==> src/rtl/moving_board.sv <==
// Vertically travelling board sprite: moves between Y_HOME and Y_AWAY one frame at a time, decodes pixel hits into a ROM address.
// Latency: position/flags update one Clk after a frame_clk rising edge; is_board/board_address are combinational from DrawX/DrawY.
// No backpressure; optional signed per-frame displacement output when BOARD_DY_EN is defined.
module moving_board #(
    parameter int X0     = 556,
    parameter int Y_HOME = 204,
    parameter int Y_AWAY = 252,
    parameter int W      = 68,
    parameter int H      = 12,
    parameter int STEP   = 1,
    parameter int AW     = 10
) (
    input  logic          Clk,
    input  logic          Reset,
    input  logic          frame_clk,
    input  logic          activate,
    input  logic [9:0]    DrawX,
    input  logic [9:0]    DrawY,
    output logic          is_board,
    output logic [AW-1:0] board_address,
    output logic [9:0]    board_y,
    output logic          at_home,
    output logic          at_away
`ifdef BOARD_DY_EN
    ,
    output logic signed [9:0] board_dy
`endif
);

    typedef enum logic [1:0] {
        HOME    = 2'd0,
        TO_AWAY = 2'd1,
        AWAY    = 2'd2,
        TO_HOME = 2'd3
    } state_t;

    localparam logic        [11:0] L_X0   = 12'(X0);
    localparam logic        [11:0] L_XE   = 12'(X0 + W);
    localparam logic        [11:0] L_H    = 12'(H);
    localparam logic signed [11:0] L_YH   = 12'(Y_HOME);
    localparam logic signed [11:0] L_YA   = 12'(Y_AWAY);
    localparam logic signed [11:0] L_STEP = 12'(STEP);

    state_t      r_state;
    state_t      w_state_nxt;
    logic [9:0]  r_y;
    logic [9:0]  w_y_nxt;
    logic        r_fclk_d;
    logic        r_at_home;
    logic        r_at_away;
    logic        w_tick;
    logic        w_move;

    logic signed [11:0] w_cur;
    logic signed [11:0] w_tgt;
    logic signed [11:0] w_diff;
    logic signed [11:0] w_dist;
    logic signed [11:0] w_mv;
    logic signed [11:0] w_y_new;

    assign w_tick = frame_clk & ~r_fclk_d;

    // Candidate position: one clamped step toward whichever end activate asks for.
    always_comb begin
        w_cur   = $signed({2'b00, r_y});
        w_tgt   = activate ? L_YA : L_YH;
        w_diff  = w_tgt - w_cur;
        w_dist  = w_diff[11] ? -w_diff : w_diff;
        w_mv    = (w_dist < L_STEP) ? w_dist : L_STEP;
        w_y_new = w_diff[11] ? (w_cur - w_mv) : (w_cur + w_mv);
    end

    always_comb begin
        w_state_nxt = r_state;
        w_y_nxt     = r_y;
        w_move      = 1'b0;
        if (w_tick) begin
            case (r_state)
                HOME:             w_move = activate;
                AWAY:             w_move = ~activate;
                TO_AWAY, TO_HOME: w_move = 1'b1;
                default:          w_move = 1'b0;
            endcase
        end
        if (w_move) begin
            w_y_nxt = w_y_new[9:0];
            if (w_y_new == w_tgt) begin
                w_state_nxt = activate ? AWAY : HOME;
            end else begin
                w_state_nxt = activate ? TO_AWAY : TO_HOME;
            end
        end
    end

    always_ff @(posedge Clk) begin
        if (Reset) begin
            r_state   <= HOME;
            r_y       <= 10'(Y_HOME);
            r_fclk_d  <= 1'b0;
            r_at_home <= 1'b1;
            r_at_away <= 1'b0;
        end else begin
            r_state   <= w_state_nxt;
            r_y       <= w_y_nxt;
            r_fclk_d  <= frame_clk;
            r_at_home <= (w_state_nxt == HOME);
            r_at_away <= (w_state_nxt == AWAY);
        end
    end

`ifdef BOARD_DY_EN
    logic signed [9:0] r_dy;

    // Held between ticks so a rider can be carried by the same amount each frame.
    always_ff @(posedge Clk) begin
        if (Reset) begin
            r_dy <= '0;
        end else if (w_tick) begin
            r_dy <= 10'($signed({2'b00, w_y_nxt}) - w_cur);
        end
    end

    assign board_dy = r_dy;
`endif

    assign board_y = r_y;
    assign at_home = r_at_home;
    assign at_away = r_at_away;

    logic [11:0] w_px;
    logic [11:0] w_py;
    logic [11:0] w_top;
    logic [11:0] w_bot;
    logic [11:0] w_col;
    logic [11:0] w_row;

    always_comb begin
        w_px  = {2'b00, DrawX};
        w_py  = {2'b00, DrawY};
        w_top = {2'b00, r_y};
        w_bot = w_top + L_H;
        w_col = w_px - L_X0;
        w_row = w_py - w_top;
    end

    assign is_board = (w_px >= L_X0) && (w_px < L_XE) && (w_py >= w_top) && (w_py < w_bot);

    assign board_address = is_board
                         ? AW'({12'd0, w_col} + ({12'd0, w_row} * 24'(W)))
                         : '0;

endmodule

==> config.mk <==
export PLATFORM = sky130hd
export DESIGN_NAME = moving_board
export DESIGN_NICKNAME = d
export VERILOG_FILES = /design/src/rtl/moving_board.sv
export SDC_FILE = /design/constraint.sdc
export NUM_CORES = 1
export LEC_CHECK = 0
export ABC_AREA = 0
export CAP_MARGIN = 20
export CELL_PAD_IN_SITES_DETAIL_PLACEMENT = 1
export CELL_PAD_IN_SITES_GLOBAL_PLACEMENT = 1
export CORE_AREA = 10 10 107 109
export DETAILED_ROUTE_END_ITERATION = 10
export DIE_AREA = 0 0 117 119
export GPL_TIMING_DRIVEN = 1
export PLACE_DENSITY = 0.75
export SYNTH_ARGS = -nofsm -noshare
export SYNTH_HDL_FRONTEND = slang
export SYNTH_SLANG_ARGS = --single-unit
==> constraint.sdc <==
create_clock -name Clk -period 7.5 [get_ports Clk]
set_clock_uncertainty 0.1 [all_clocks]
set_input_delay 1.5 -clock Clk [delete_from_list [all_inputs] [get_ports Clk]]
set_output_delay 1.5 -clock Clk [all_outputs]
set_load 0.01 [all_outputs]
==> metrics.cfg <==
[outcome]
result_of_the_run=completed

[yosys]
synth.lib_cells_used.distinct=72
synth.yosys.warnings=0
syn_avg_cell_area_um2=7.35
synth_seq_area_share=0.0897
synth_async_sr_flop_share=0
synth_fp_nets=537
synth_seq_cells=15
post_synth_instance_area_mm2=0.00335
synth_flop_cell=dfxtp_1
count_of_flip_flops_with_a_built_in_enable_after_synthesis=0
netlist_instances=456

[pwr]
total_switching_power_mw=1.22
fraction_of_power_spent_switching_nets=0.492
power.combinational.fraction=0.919
power.share.clock=0.029
cellLeakagePower_nw=2.10
internal_power_mw=1.26
power_per_cell_area_mw_per_mm2=526
pwr-share-seq=0.052
ir_drop_v=0.000370

[grt]
gr-usage-all-layers=0.178
grt_pass1_wl_um=20500
largest_net_degree_at_the_start_of_global_routing=19
overflow=0
first_global_vias=4096
initial_antenna_violation_count=0

[critical_path]
crit_buf_inv=3
critPathLaunch=activate
endpoint_kind=flip-flop
cp-start-kind=input port
critical_path_required_ns=7.57
critical-path-slowest-cell=a2111oi_4
critical_path_class=in2reg
r2r-start=board_y[1]
critical-path-max-stage-delay_ns=0.45
worstPathMaxFanout=6
crit_arrival_ns=7.53
critical-path-top-delay-family=compound AO/OA/AOI/OAI gates

[floorplan]
initial_utilization=0.354
fp.coreArea_mm2=0.00946
floorplan.die_area_mm2=0.0139
die_x_um=117
boundaryPins=47
placementRows=36
die_h_um=119

[place]
number_of_buffers_inserted_by_port_buffering=46
post-dp-hpwl_um=10300
place.gp.congestion=0.914
placedInstanceArea_mm2=0.00447

[worst_hold_path]
holdCritStartpoint=r_state[0]
worst_hold_path_type=reg2reg

[sta]
setup-tns-final_ns=0
worstMarginPinSlew_ns=0.629
report.final.hold_viol_count=0
final.min_clock_period_ns=7.46
ratio_of_final_minimum_period_to_clock_period=0.994
finalMaxSlewViolations=0
max_slew_margin=0.579
clock.fmax_ghz=0.134
rsz0062_at_grt=true
report.final.setup_viol=0

[detailed_routing]
routed_wire_length_per_instance_um=18.4
num_vias=3776
drc_violations=0
drt.antenna.violating_nets=0
drt-total-wl_um=12600
detail_route.first_pass.iterations=4
drt_first_iter_violations=159
post_drt_via_cell_ratio=5.50

[layout]
post_route_cells_drive_above_1_share=0.231
num-nets-final=654
final_area_mm2=0.00472
number_of_antenna_repair_diodes=0
mostFrequentLayoutCells=buf_4, ha_1, inv_1, clkdlybuf4s50_1, nand2_1
area_growth_syn_to_layout_pct=40.9
final_common_cell=buf_4
layout.core_utilization=0.499

[cts]
cts.clk_slew.worst_paths_ns=0.07
cts_max_path_buffers=2
cts_made_buffers=3
holdBufCountCts=0
htree_levels=1
clock_sinks=15
cts_tree=done
ctsRootBufferMaster=clkbuf_8
skew_pair_late_insertion_delay_ns=0.26

[flow_run]
max-cap-violations=0

routing by layer:
metal,track usage,vias up,part of all wire
met4,0.0363,0,0.015
met1,0.213,1829,0.42
li1,-,1861,-
met2,0.330,69,0.52
met3,0.0196,17,0.041
met5,0,-,0
through the flow:
| stage | setup slack [ns] | hold WS [ns] | power [mW] | cells |
|---|---|---|---|---|
| 3_3_place_gp | -0.240 | 0.373 | 2.09 | 679 |
| 2_1_floorplan | 0.260 | 0.342 | 1.36 | 456 |
| 5_1_grt | -0.192 | 0.415 | 2.72 | 686 |
| 4_1_cts | 0.0145 | 0.400 | 2.30 | 684 |
| 6_report | 0.0448 | 0.400 | 2.48 | 686 |
| 3_5_place_dp | -0.571 | 0.386 | 2.19 | 679 |
path summary, 6_finish.rpt:
check,end,slack [ns],depth (start not counted)
hold / removal,at_away,0.40,1
hold reg to reg,at_away,0.40,1
setup / recovery,at_away,0.04,31
setup reg to reg,at_away,0.64,31
registers in the layout, indices dropped and copies added, names as in the netlist:
signal    cells
board_y      10
at_away       1
r_fclk_d      1
at_home       1
r_state       2
cells in the mapped netlist, types with 8 or more instances:
master	number	share of area
ha_1	53	0.20
inv_1	42	0.047
nand2_1	41	0.046
nor2_1	35	0.039
a21oi_1	34	0.051
xnor2_1	25	0.065
o21ai_0	21	0.031
dfxtp_1	15	0.090
nor3_1	14	0.021
a21o_1	13	0.029
xor2_1	12	0.031
clkbuf_1	10	0.011
o21a_1	9	0.020
nand2b_1	8	0.015
area by class of cell:
cell class | count | area [um2]
timing repair buffer | 127 | 1070
inverter | 43 | 161
clock inverter | 1 | 7.51
tap | 114 | 143
clock buffer | 3 | 41.3
sequential | 15 | 300
multi-input combinational | 383 | 3000
fill | 1190 | 4740
logic make-up after synthesis:
| logic type | count (synthesis) | share of synthesized area |
|---|---|---|
| AOI/OAI and AO/OA | 129 | 0.264 |
| other | 1 | 0.00112 |
| buffers and inverters | 58 | 0.0695 |
| adders and majority gates | 57 | 0.222 |
| muxes | 6 | 0.0194 |
| DFF | 15 | 0.0897 |
| xor gates and xnor gates | 39 | 0.106 |
| and+or+nand+nor | 151 | 0.228 |
repair_timing:
item | 4_1_cts | 5_1_grt
resized for setup | 7 | 36
buffers inserted | 1 | 2
pin swaps | 0 | 18
gates cloned | 0 | 0
endpoints found under the setup margin | 5 | 6
power by group through the flow:
stage,Sequential [mW],Combinational (mW),Clock [mW]
final,0.130,2.28,0.0717
after global routing,0.134,2.51,0.0755
after CTS,0.130,2.10,0.0734
after detailed placement,0.132,2.06,0
after global placement,0.132,1.96,0
after floorplan,0.122,1.24,0
(Power assumes the default switching activity.)
